File: src/rtl/mem_stage_pkg.sv
// Shared types and constants for the memory-access pipeline stage:
// access size encoding, FSM states, lane masks and PC-select codes.
package mem_stage_pkg;

  typedef enum logic [1:0] {
    SIZE_BYTE  = 2'b00,
    SIZE_HALF  = 2'b01,
    SIZE_WORD  = 2'b10,
    SIZE_DWORD = 2'b11
  } mem_size_t;

  typedef enum logic {
    ST_IDLE = 1'b0,
    ST_WAIT = 1'b1
  } mem_state_t;

  localparam int LANE_W = 8;

  localparam logic [1:0] PC_SRC_SEQ    = 2'b00;
  localparam logic [1:0] PC_SRC_BRANCH = 2'b01;

  localparam logic [7:0] BE_BYTE = 8'h01;
  localparam logic [7:0] BE_HALF = 8'h03;
  localparam logic [7:0] BE_WORD = 8'h0F;

  localparam logic [63:0] EXT_MASK_BYTE = 64'h0000_0000_0000_00FF;
  localparam logic [63:0] EXT_MASK_HALF = 64'h0000_0000_0000_FFFF;
  localparam logic [63:0] EXT_MASK_WORD = 64'h0000_0000_FFFF_FFFF;

  // A dword request on a 32-bit datapath degrades to a word access.
  function automatic mem_size_t eff_size(input mem_size_t s, input int data_w);
    return ((s == SIZE_DWORD) && (data_w != 64)) ? SIZE_WORD : s;
  endfunction

endpackage

File: src/rtl/mem_access_stage_if.sv
// Data-memory request/response bundle between the M stage (master) and
// the memory (slave).
interface mem_access_stage_if #(
  parameter int ADDR_W = 32,
  parameter int DATA_W = 32
);
  logic                  dmem_req;
  logic                  dmem_we;
  logic [ADDR_W-1:0]     dmem_addr;
  logic [DATA_W/8-1:0]   dmem_be;
  logic [DATA_W-1:0]     dmem_wdata;
  logic                  dmem_ack;
  logic [DATA_W-1:0]     dmem_rdata;

  modport master (
    output dmem_req, dmem_we, dmem_addr, dmem_be, dmem_wdata,
    input  dmem_ack, dmem_rdata
  );

  modport slave (
    input  dmem_req, dmem_we, dmem_addr, dmem_be, dmem_wdata,
    output dmem_ack, dmem_rdata
  );
endinterface

File: src/rtl/mem_access_stage_align.sv
// Combinational lane logic: aligned offset, byte enables, store-data
// replication and load-data lane extract with sign/zero extension.
module load_store_align
  import mem_stage_pkg::*;
#(
  parameter int DATA_W = 32,
  localparam int NB    = DATA_W / 8,
  localparam int LB    = $clog2(NB)
) (
  input  mem_size_t          size_i,
  input  logic               unsigned_i,
  input  logic [LB-1:0]      offset_i,
  input  logic [DATA_W-1:0]  store_data_i,
  input  logic [DATA_W-1:0]  load_data_i,
  output logic [LB-1:0]      aligned_offset_o,
  output logic [NB-1:0]      be_o,
  output logic [DATA_W-1:0]  store_data_o,
  output logic [DATA_W-1:0]  load_data_o
);

  mem_size_t          size_eff;
  logic [LB-1:0]      keep_mask;
  logic [NB-1:0]      be_base;
  logic [DATA_W-1:0]  ext_mask;
  logic [DATA_W-1:0]  shifted;
  logic               sign_bit;

  assign size_eff = eff_size(size_i, DATA_W);

  always_comb begin
    keep_mask = '1;
    be_base   = BE_BYTE[NB-1:0];
    ext_mask  = EXT_MASK_BYTE[DATA_W-1:0];
    case (size_eff)
      SIZE_HALF: begin
        keep_mask = ~LB'(1);
        be_base   = BE_HALF[NB-1:0];
        ext_mask  = EXT_MASK_HALF[DATA_W-1:0];
      end
      SIZE_WORD: begin
        keep_mask = ~LB'(3);
        be_base   = BE_WORD[NB-1:0];
        ext_mask  = EXT_MASK_WORD[DATA_W-1:0];
      end
      SIZE_DWORD: begin
        keep_mask = '0;
        be_base   = '1;
        ext_mask  = '1;
      end
      default: ;
    endcase
  end

  assign aligned_offset_o = offset_i & keep_mask;
  assign be_o             = be_base << aligned_offset_o;
  assign shifted          = load_data_i >> {aligned_offset_o, 3'b000};

  always_comb begin
    sign_bit = shifted[7];
    case (size_eff)
      SIZE_HALF:  sign_bit = shifted[15];
      SIZE_WORD:  sign_bit = shifted[31];
      SIZE_DWORD: sign_bit = shifted[DATA_W-1];
      default: ;
    endcase
  end

  assign load_data_o = (shifted & ext_mask) |
                       ((sign_bit && !unsigned_i) ? ~ext_mask : '0);

  // Each lane carries the copy of the store datum that lands on it.
  genvar gi;
  for (gi = 0; gi < NB; gi++) begin : g_lane
    assign store_data_o[gi*LANE_W +: LANE_W] =
        (size_eff == SIZE_BYTE) ? store_data_i[7:0] :
        (size_eff == SIZE_HALF) ? store_data_i[(gi % 2)*LANE_W +: LANE_W] :
        (size_eff == SIZE_WORD) ? store_data_i[(gi % 4)*LANE_W +: LANE_W] :
                                  store_data_i[gi*LANE_W +: LANE_W];
  end

endmodule

File: src/rtl/mem_access_stage.sv
// Pipeline M stage: latches E-stage controls, drives the data-memory handshake,
// stalls upstream until ack. Optional MEM_MISALIGN_TRAP_EN adds exc_misalign.
module mem_access_stage
  import mem_stage_pkg::*;
#(
  parameter int DATA_W = 32,
  parameter int ADDR_W = 32,
  parameter int REG_W  = 5
) (
  input  logic               clk,
  input  logic               rst,
  input  logic               reg_write_e,
  input  logic               mem_to_reg_e,
  input  logic               mem_read_e,
  input  logic               mem_write_e,
  input  logic [1:0]         mem_size_e,
  input  logic               mem_unsigned_e,
  input  logic               branch_e,
  input  logic               zero_e,
  input  logic [DATA_W-1:0]  alu_out_e,
  input  logic [DATA_W-1:0]  write_data_e,
  input  logic [REG_W-1:0]   write_reg_e,
  input  logic [ADDR_W-1:0]  pc_branch_e,
  output logic               stall,
  output logic [DATA_W-1:0]  read_data_m,
  output logic [DATA_W-1:0]  alu_out_m,
  output logic [REG_W-1:0]   write_reg_m,
  output logic               reg_write_m,
  output logic               mem_to_reg_m,
  output logic [1:0]         if_pc_src,
  output logic [ADDR_W-1:0]  if_pc_branch_in,
`ifdef MEM_MISALIGN_TRAP_EN
  output logic               exc_misalign,
`endif
  mem_access_stage_if.master dmem
);

  localparam int NB = DATA_W / 8;
  localparam int LB = $clog2(NB);

  mem_state_t         state_q, state_d;
  logic               reg_write_q, mem_to_reg_q, mem_read_q, mem_write_q;
  logic               mem_unsigned_q;
  mem_size_t          mem_size_q;
  logic [DATA_W-1:0]  alu_out_q, write_data_q;
  logic [REG_W-1:0]   write_reg_q;
  logic [1:0]         if_pc_src_q, if_pc_src_d;
  logic [ADDR_W-1:0]  if_pc_branch_q, if_pc_branch_d;

  logic [ADDR_W-1:0]  addr_raw;
  logic [LB-1:0]      aligned_offset;
  logic [NB-1:0]      lane_be;
  logic [DATA_W-1:0]  lane_wdata, lane_rdata;
  logic               access_m, access_ok;

  assign addr_raw = ADDR_W'(alu_out_q);
  assign access_m = mem_read_q | mem_write_q;

  load_store_align #(.DATA_W(DATA_W)) u_align (
    .size_i           (mem_size_q),
    .unsigned_i       (mem_unsigned_q),
    .offset_i         (addr_raw[LB-1:0]),
    .store_data_i     (write_data_q),
    .load_data_i      (dmem.dmem_rdata),
    .aligned_offset_o (aligned_offset),
    .be_o             (lane_be),
    .store_data_o     (lane_wdata),
    .load_data_o      (lane_rdata)
  );

`ifdef MEM_MISALIGN_TRAP_EN
  // A misaligned access never reaches memory; it traps for its single M cycle.
  logic misaligned;
  assign misaligned   = (addr_raw[LB-1:0] != aligned_offset);
  assign exc_misalign = access_m & misaligned;
  assign access_ok    = access_m & ~misaligned;
  assign reg_write_m  = reg_write_q & ~exc_misalign;
`else
  assign access_ok    = access_m;
  assign reg_write_m  = reg_write_q;
`endif

  assign stall            = access_ok & ~dmem.dmem_ack;
  assign dmem.dmem_req    = access_ok;
  assign dmem.dmem_we     = access_ok & mem_write_q;
  assign dmem.dmem_be     = access_ok ? lane_be : '0;
  assign dmem.dmem_wdata  = lane_wdata;
  assign dmem.dmem_addr   = {addr_raw[ADDR_W-1:LB], aligned_offset};

  assign read_data_m     = (access_ok && mem_read_q && dmem.dmem_ack) ? lane_rdata : '0;
  assign alu_out_m       = alu_out_q;
  assign write_reg_m     = write_reg_q;
  assign mem_to_reg_m    = mem_to_reg_q;
  assign if_pc_src       = if_pc_src_q;
  assign if_pc_branch_in = if_pc_branch_q;

  always_comb begin
    state_d = state_q;
    case (state_q)
      ST_IDLE: if (access_ok && !dmem.dmem_ack) state_d = ST_WAIT;
      ST_WAIT: if (dmem.dmem_ack)               state_d = ST_IDLE;
      default:                                  state_d = ST_IDLE;
    endcase
  end

  // The redirect is a one-cycle pulse; a stalled cycle never re-issues it.
  always_comb begin
    if_pc_src_d    = PC_SRC_SEQ;
    if_pc_branch_d = '0;
    if (!stall && branch_e && zero_e) begin
      if_pc_src_d    = PC_SRC_BRANCH;
      if_pc_branch_d = pc_branch_e;
    end
  end

  always_ff @(posedge clk or negedge rst) begin
    if (!rst) begin
      state_q        <= ST_IDLE;
      reg_write_q    <= 1'b0;
      mem_to_reg_q   <= 1'b0;
      mem_read_q     <= 1'b0;
      mem_write_q    <= 1'b0;
      mem_unsigned_q <= 1'b0;
      mem_size_q     <= SIZE_BYTE;
      alu_out_q      <= '0;
      write_data_q   <= '0;
      write_reg_q    <= '0;
      if_pc_src_q    <= PC_SRC_SEQ;
      if_pc_branch_q <= '0;
    end else begin
      state_q        <= state_d;
      if_pc_src_q    <= if_pc_src_d;
      if_pc_branch_q <= if_pc_branch_d;
      if (!stall) begin
        reg_write_q    <= reg_write_e;
        mem_to_reg_q   <= mem_to_reg_e;
        mem_read_q     <= mem_read_e;
        mem_write_q    <= mem_write_e;
        mem_unsigned_q <= mem_unsigned_e;
        mem_size_q     <= mem_size_t'(mem_size_e);
        alu_out_q      <= alu_out_e;
        write_data_q   <= write_data_e;
        write_reg_q    <= write_reg_e;
      end
    end
  end

endmodule

File: src/flat_wrapper.sv
// flat-port wrapper written by rule: the top's interface ports become plain ports
module mem_access_stage_flat import mem_stage_pkg::*;
#(
  parameter int DATA_W = 32,
  parameter int ADDR_W = 32,
  parameter int REG_W  = 5
)
  (clk, rst, reg_write_e, mem_to_reg_e, mem_read_e, mem_write_e, mem_size_e, mem_unsigned_e, branch_e, zero_e, alu_out_e, write_data_e, write_reg_e, pc_branch_e, stall, read_data_m, alu_out_m, write_reg_m, reg_write_m, mem_to_reg_m, if_pc_src, if_pc_branch_in, dmem_dmem_req, dmem_dmem_we, dmem_dmem_addr, dmem_dmem_be, dmem_dmem_wdata, dmem_dmem_ack, dmem_dmem_rdata);
  mem_access_stage_if #(.ADDR_W(ADDR_W), .DATA_W(DATA_W)) dmem_i ();
  input  logic clk;
  input  logic rst;
  input  logic reg_write_e;
  input  logic mem_to_reg_e;
  input  logic mem_read_e;
  input  logic mem_write_e;
  input  logic [1:0] mem_size_e;
  input  logic mem_unsigned_e;
  input  logic branch_e;
  input  logic zero_e;
  input  logic [DATA_W-1:0] alu_out_e;
  input  logic [DATA_W-1:0] write_data_e;
  input  logic [REG_W-1:0] write_reg_e;
  input  logic [ADDR_W-1:0] pc_branch_e;
  output logic stall;
  output logic [DATA_W-1:0] read_data_m;
  output logic [DATA_W-1:0] alu_out_m;
  output logic [REG_W-1:0] write_reg_m;
  output logic reg_write_m;
  output logic mem_to_reg_m;
  output logic [1:0] if_pc_src;
  output logic [ADDR_W-1:0] if_pc_branch_in;
  output wire logic [$bits(dmem_i.dmem_req)-1:0] dmem_dmem_req;
  output wire logic [$bits(dmem_i.dmem_we)-1:0] dmem_dmem_we;
  output wire logic [$bits(dmem_i.dmem_addr)-1:0] dmem_dmem_addr;
  output wire logic [$bits(dmem_i.dmem_be)-1:0] dmem_dmem_be;
  output wire logic [$bits(dmem_i.dmem_wdata)-1:0] dmem_dmem_wdata;
  input wire logic [$bits(dmem_i.dmem_ack)-1:0] dmem_dmem_ack;
  input wire logic [$bits(dmem_i.dmem_rdata)-1:0] dmem_dmem_rdata;
  assign dmem_dmem_req = dmem_i.dmem_req;
  assign dmem_dmem_we = dmem_i.dmem_we;
  assign dmem_dmem_addr = dmem_i.dmem_addr;
  assign dmem_dmem_be = dmem_i.dmem_be;
  assign dmem_dmem_wdata = dmem_i.dmem_wdata;
  assign dmem_i.dmem_ack = dmem_dmem_ack;
  assign dmem_i.dmem_rdata = dmem_dmem_rdata;
  mem_access_stage #(.DATA_W(DATA_W), .ADDR_W(ADDR_W), .REG_W(REG_W)) u_core (.clk(clk), .rst(rst), .reg_write_e(reg_write_e), .mem_to_reg_e(mem_to_reg_e), .mem_read_e(mem_read_e), .mem_write_e(mem_write_e), .mem_size_e(mem_size_e), .mem_unsigned_e(mem_unsigned_e), .branch_e(branch_e), .zero_e(zero_e), .alu_out_e(alu_out_e), .write_data_e(write_data_e), .write_reg_e(write_reg_e), .pc_branch_e(pc_branch_e), .stall(stall), .read_data_m(read_data_m), .alu_out_m(alu_out_m), .write_reg_m(write_reg_m), .reg_write_m(reg_write_m), .mem_to_reg_m(mem_to_reg_m), .if_pc_src(if_pc_src), .if_pc_branch_in(if_pc_branch_in), .dmem(dmem_i));
endmodule
File: config.mk
export PLATFORM = sky130hd
export DESIGN_NAME = mem_access_stage_flat
export DESIGN_NICKNAME = d
export VERILOG_FILES = /design/src/rtl/mem_stage_pkg.sv /design/src/rtl/mem_access_stage_if.sv /design/src/rtl/mem_access_stage_align.sv /design/src/rtl/mem_access_stage.sv /design/src/flat_wrapper.sv
export SDC_FILE = /design/constraint.sdc
export NUM_CORES = 1
export LEC_CHECK = 0
export CAP_MARGIN = 20
export CELL_PAD_IN_SITES_DETAIL_PLACEMENT = 0
export CELL_PAD_IN_SITES_GLOBAL_PLACEMENT = 1
export CORE_MARGIN = 10
export CORE_UTILIZATION = 28
export DETAILED_ROUTE_END_ITERATION = 10
export PLACE_DENSITY = 0.91
export RECOVER_POWER = 25
export SLEW_MARGIN = 15
export SYNTH_ARGS = -nofsm -noshare
export SYNTH_HDL_FRONTEND = slang
export SYNTH_SLANG_ARGS = --single-unit
File: constraint.sdc
create_clock -name clk -period 6.3 [get_ports clk]
set_clock_uncertainty 0.05 [all_clocks]
set_input_delay 1.26 -clock clk [delete_from_list [all_inputs] [get_ports clk]]
set_output_delay 1.26 -clock clk [all_outputs]
set_load 0.05 [all_outputs]
==> results of run 1 <==
-- metal layers --
metal / share of wire / vias up
li1: - / 2435
met1: 0.39 / 2366
met3: 0.10 / 27
met4: 0.022 / 2
met5: 0.00084 / -
met2: 0.49 / 245
-- synth_stat cells, types with 6 or more instances --
library cell	instances	area, um^2
and2_1	41	257
buf_1	8	30.0
buf_2	12	60.1
buf_4	40	300
clkbuf_1	17	63.8
dfrtp_1	109	2730
inv_1	8	30.0
mux2_2	10	113
mux2i_1	10	100
mux4_2	7	158
nand2_1	277	1040
nand3_1	7	35.0
nand3b_1	6	45.0
nor2_1	8	30.0
o211ai_1	7	52.6
o21ai_0	31	155
-- flip-flops by register name, indices dropped and copies added, names as in the netlist --
name and cells:
u_core.if_pc_branch_in 32, u_core.if_pc_src 1, u_core.mem_unsigned_q 1, u_core.mem_read_q 1
u_core.mem_write_q 1, u_core.write_reg_m 5, u_core.alu_out_m 32, u_core.mem_to_reg_m 1
u_core.mem_size_q 2, u_core.reg_write_m 1, u_core.write_data_q 32
-- report_power, final --
group | internal [mW] | total, mW | switching (mW)
clock network | 0.359 | 0.647 | 0.287
registers | 0.771 | 0.845 | 0.0738
logic | 0.402 | 1.17 | 0.767
-- metrics by stage --
step / area (um^2) / power [mW] / util
final: 8830 / 2.66 / 0.469
after global routing: 8830 / 2.78 / 0.469
after CTS: 8840 / 2.70 / 0.469
after detailed placement: 8500 / 2.04 / 0.451
after global placement: 8500 / 2.03 / 0.451
after floorplan: 5390 / 1.61 / -
-- how the worst max path moves through the flow --
stage	depth (start not counted)	slack, ns	to
global placement	5	1.24	read_data_m[17]
finish	5	1.20	read_data_m[24]
CTS	5	1.23	read_data_m[17]
detailed placement	5	1.23	read_data_m[17]
global route	6	0.96	read_data_m[13]
floorplan	4	1.85	read_data_m[16]
-- cells by family after synthesis --
kind of cell / count (synthesis) / synth area share
simple gates: 353 / 0.277
other cells: 1 / 0.000696
flops: 109 / 0.506
mux: 28 / 0.0715
buf+inv: 85 / 0.0899
compound gates: 45 / 0.0544
-- worst max-delay path, delay by kind of cell --
kind	cells	cell delay, ns
mux	1	0.33
buf+inv	2	1.25
compound gates	2	0.94
-- area by class of cell --
| class | count | area share |
|---|---|---|
| Clock inverter | 7 | 0.0135 |
| Inverter | 8 | 0.00340 |
| Tap cell | 260 | 0.0368 |
| Timing Repair Buffer | 325 | 0.366 |
| Multi-Input combinational cell | 427 | 0.246 |
| Sequential cell | 109 | 0.309 |
| Clock buffer | 9 | 0.0255 |
==> results.yml, run 1 <==
min_path:
  hold_start: "u_core.write_data_q[16]"
  worst_hold_path.endpoint: "u_core.write_data_q[16]"
  min-delay-path-class: "register to register"
  worstHoldPathCells: 2
critical_path:
  reg2reg_setup_slack_ns: 3.67
  crit_type: "input pin to primary output"
  path_common_cell: "clkdlybuf4s50_1"
  worstPathRequired_ns: 4.99
  r2r_end: "u_core.if_pc_branch_in[25]"
  critical_path_arrival_ns: 3.79
  reg2reg_from: "u_core.mem_read_q"
  critPathSlowestCell: "a2111oi_4"
  startpoint_type: "input pin"
  rr_worst_depth: 4
  crit_path_start: "dmem_dmem_rdata[31]"
  cp_max_fo: 16
  end_kind: "primary output"
  max_stage_delay_ns: 0.76
  crit_chain: "clkdlybuf4s50_1, mux2_4, a2111oi_4, o21ai_0, clkdlybuf4s50_1"
grt:
  grt.total_usage: 0.162
  antenna_found_initial: 1
  gr-usage-met2: 0.275
  top_usage_layer: "met2"
  gr-total-overflow: 0
  grt_max_degree: 75
  grt_pass1_vias: 5205
  grt_use_met1: 0.174
  grt_use_met3: 0.0764
  grt_pass1_wl_um: 32300
placement:
  dp_cells: 1129
  hpwl_um: 16400
  pre_cts_ws_ns: 1.23
  numPortBuffers: 319
  gp_congestion: 0.842
clock_tree:
  clk_pin_slew_ns: 0.07
  htree_levels: 3
  cts_setup_buffers: 0
  cts_tree: "yes"
  clkSinkCount: 109
  ctsResizeCount: 0
  root_buffer: "clkbuf_16"
  clock_path_buffers: 2
  cts_buffers: 9
  ctsHoldBuffers: 0
  clock_latency_ns: 0.35
yosys:
  syn_area_um2: 5390
  synth_seq_cells: 109
  synth_ff_type: "dfrtp_1"
  synth.distinct_cells: 31
  synth_edf_count: 0
  ys_seq_area_frac: 0.506
  avgSynthCellArea_um2: 8.67
  synthArstFlopShare: 1.00
  ys_warn_count: 0
  syn_nets: 766
  postSynthCellCount: 621
sta:
  tightest_slew_ns: 2.82
  rsz0062_at_grt: "no"
  hold_ws_ns: 0.414
  tns_ns: 0
  setup_ws_ns: 1.20
  slew_headroom: -0.878
  clock.fmax_ghz: 0.196
  hold_violations: 0
  period_share: 0.809
  setup_viol: 0
  maxSlewViolCount: 111
  fin_crit_ns: 5.10
die:
  initial_utilization: 0.286
  num_rows: 50
  die_w_um: 159
  core_um2: 18800
  die_area_um2: 25200
  die_h_um: 159
  ios: 321
pwr:
  leakagePower_nw: 3.96
  power_density_nw_per_um2: 301
  ir_drop_mv: 0.181
layout:
  fillers: 1818
  seq_area_um2: 2730
  nets: 1025
  drive_gt1_frac: 0.0520
  diodes: 0
  final_common_cell: "clkdlybuf4s50_1"
  multiInputGateArea_um2: 2180
  layout.cells.non_filler: 1145
  final_cell_mix: "318 x clkdlybuf4s50_1, 277 x nand2_1, 109 x dfrtp_1"
  syn_to_final_growth_pct: 64.0
detailed_routing:
  viasPerCell: 4.43
  final_antenna_net_count: 0
  drtPass1Iterations: 6
  drc: 0
  wl_um: 21400
  wl_per_cell_um: 18.7
  vias: 5075
  drt_iter0_markers: 238
run_status:
  violations: "max-capacitance violations, max-slew violations"
  status: "finished with violations"
job:
  maxCapViolCount: 2
No activity file was read; power rests on OpenSTA's default activity.
==> run 2, diff against run 1 <==
Settings changed: CORE_UTILIZATION 28 to 26, PLACE_DENSITY 0.91 to 0.86.
Clock period 6.3 ns to 4.7 ns, I/O delays scaled along.
==> run 2 against run 1 <==
The flow still finishes with violations (max-capacitance violations, max-slew violations). Critical path type unchanged. Sequential power grew 33%. Combinational power increased by 34%. Cell area down 0.47%. Critical endpoint is now read_data_m[29]. Power rose by 31%. First-iteration DRC count increased by 31%. Count of clock-buffer cells in the layout stayed put. Hold slack improved by 0.0018 ns.
==> results.yml, run 2 (same netlist as run 1, synthesis figures left out) <==
detailed_routing:
  viasPerCell: 4.35
  final_antenna_net_count: 0
  wl_met1_um: 8250
  drtPass1Iterations: 4
  wl_um: 21600
  dr_wl_met2_um: 10200
  wl_per_cell_um: 18.6
  top_layer: "met4"
  drc: 0
  drt_iter0_markers: 311
  vias: 5048
  met3_length_um: 2850
clock_tree:
  cts_tree: "yes"
  ctsResizeCount: 0
  root_buffer: "clkbuf_16"
  clock_latency_ns: 0.35
  ctsHoldBuffers: 0
  clock_path_buffers: 2
  htree_levels: 3
  clk_pin_slew_ns: 0.07
  clkSinkCount: 109
  cts_buffers: 9
  cts_setup_buffers: 0
run_status:
  status: "finished with violations"
  violations: "max-capacitance violations, max-slew violations"
grt:
  gr-total-overflow: 0
  antenna_found_initial: 0
  grt_pass1_wl_um: 31900
  grt_max_degree: 75
  grt_pass1_vias: 5184
  grt.total_usage: 0.155
sta:
  period_share: 0.926
  clock.fmax_ghz: 0.230
  tightest_slew_ns: 1.92
  hold_ws_ns: 0.416
  fin_crit_ns: 4.35
  rsz0062_at_grt: "no"
  tns_ns: 0
  slew_headroom: -0.281
  hold_violations: 0
  maxSlewViolCount: 73
  setup_viol: 0
job:
  maxCapViolCount: 2
die:
  die_h_um: 164
  core_um2: 20300
  initial_utilization: 0.265
  die_area_um2: 26900
  ios: 321
  die_w_um: 164
  num_rows: 52
critical_path:
  cp_max_fo: 16
  startpoint_type: "input pin"
  reg2reg_setup_slack_ns: 2.35
  crit_type: "input pin to primary output"
  end_kind: "primary output"
  worstPathRequired_ns: 3.71
  critical_path_arrival_ns: 3.36
pwr:
  leakagePower_nw: 3.99
  power_density_nw_per_um2: 398
  ir_drop_mv: 0.195
min_path:
  min-delay-path-class: "register to register"
layout:
  drive_gt1_frac: 0.0776
  final_common_cell: "clkdlybuf4s50_1"
  nets: 1029
  syn_to_final_growth_pct: 63.2
  fillers: 2063
  final_cell_mix: "298 x clkdlybuf4s50_1, 277 x nand2_1, 109 x dfrtp_1"
placement:
  gp_congestion: 0.853
  numPortBuffers: 319
  hpwl_um: 17000
run 2: cell types whose count changed in the layout (fill, tap and decap cells not counted):
cell / previous run / this run
clkinvlp_4: 0 / 1
clkinv_8: 2 / 0
bufinv_16: 2 / 1
diode_2: 0 / 1
inv_8: 0 / 2
clkbuf_1: 1 / 2
inv_6: 2 / 3
clkdlybuf4s50_1: 318 / 298
clkinv_4: 1 / 0
buf_4: 5 / 28
run 2: area by class of cell:
cell class	count	area, um^2	area share
clock inverters	7	86.3	0.00982
clock buffers	9	225	0.0256
diodes	1	2.50	0.000285
well taps	270	338	0.0384
flip-flops and latches	109	2730	0.310
multi-input cells	427	2180	0.248
inverters	8	30.0	0.00342
repair buffers	329	3210	0.365
run 2: path summary, 6_finish.rpt:
kind                                    startpoint                 endpoint  cells after the start
hold / removal             u_core.write_data_q[23]  u_core.write_data_q[23]                      2
max in group asynchronous                      rst     u_core.alu_out_m[14]                      2
min in group asynchronous                      rst  u_core.write_data_q[13]                      1
setup reg to reg                u_core.mem_write_q        u_core.mem_read_q                      4
hold reg to reg            u_core.write_data_q[23]  u_core.write_data_q[23]                      2
setup / recovery               dmem_dmem_rdata[31]          read_data_m[29]                      5
run 2: metrics by stage:
stage	setup slack, ns	std cells	power, mW	utilization	area (um^2)
CTS	0.364	1159	3.55	0.433	8800
global placement	0.364	1143	2.73	0.418	8490
global route	0.181	1159	3.67	0.433	8790
floorplan	0.686	621	2.15	-	5390
detailed placement	0.366	1143	2.73	0.418	8490
finish	0.348	1160	3.50	0.433	8790
run 2: per-layer routing:
metal / track usage / vias to the layer above
li1: - / 2444
met5: 0 / -
met4: 0.0418 / 0
met3: 0.0869 / 12
met1: 0.168 / 2355
met2: 0.256 / 237
run 2: worst max-delay path: stages:
cell             delay, ns
clkdlybuf4s50_1       0.58
mux2i_1               0.14
a2111o_1              0.63
o21ai_0               0.23
clkdlybuf4s50_1       0.83
run 2: power breakdown:
| part | switching [mW] | total, mW | internal (mW) |
|---|---|---|---|
| combinational | 1.04 | 1.57 | 0.536 |
| clock | 0.374 | 0.802 | 0.427 |
| sequential | 0.0884 | 1.12 | 1.03 |
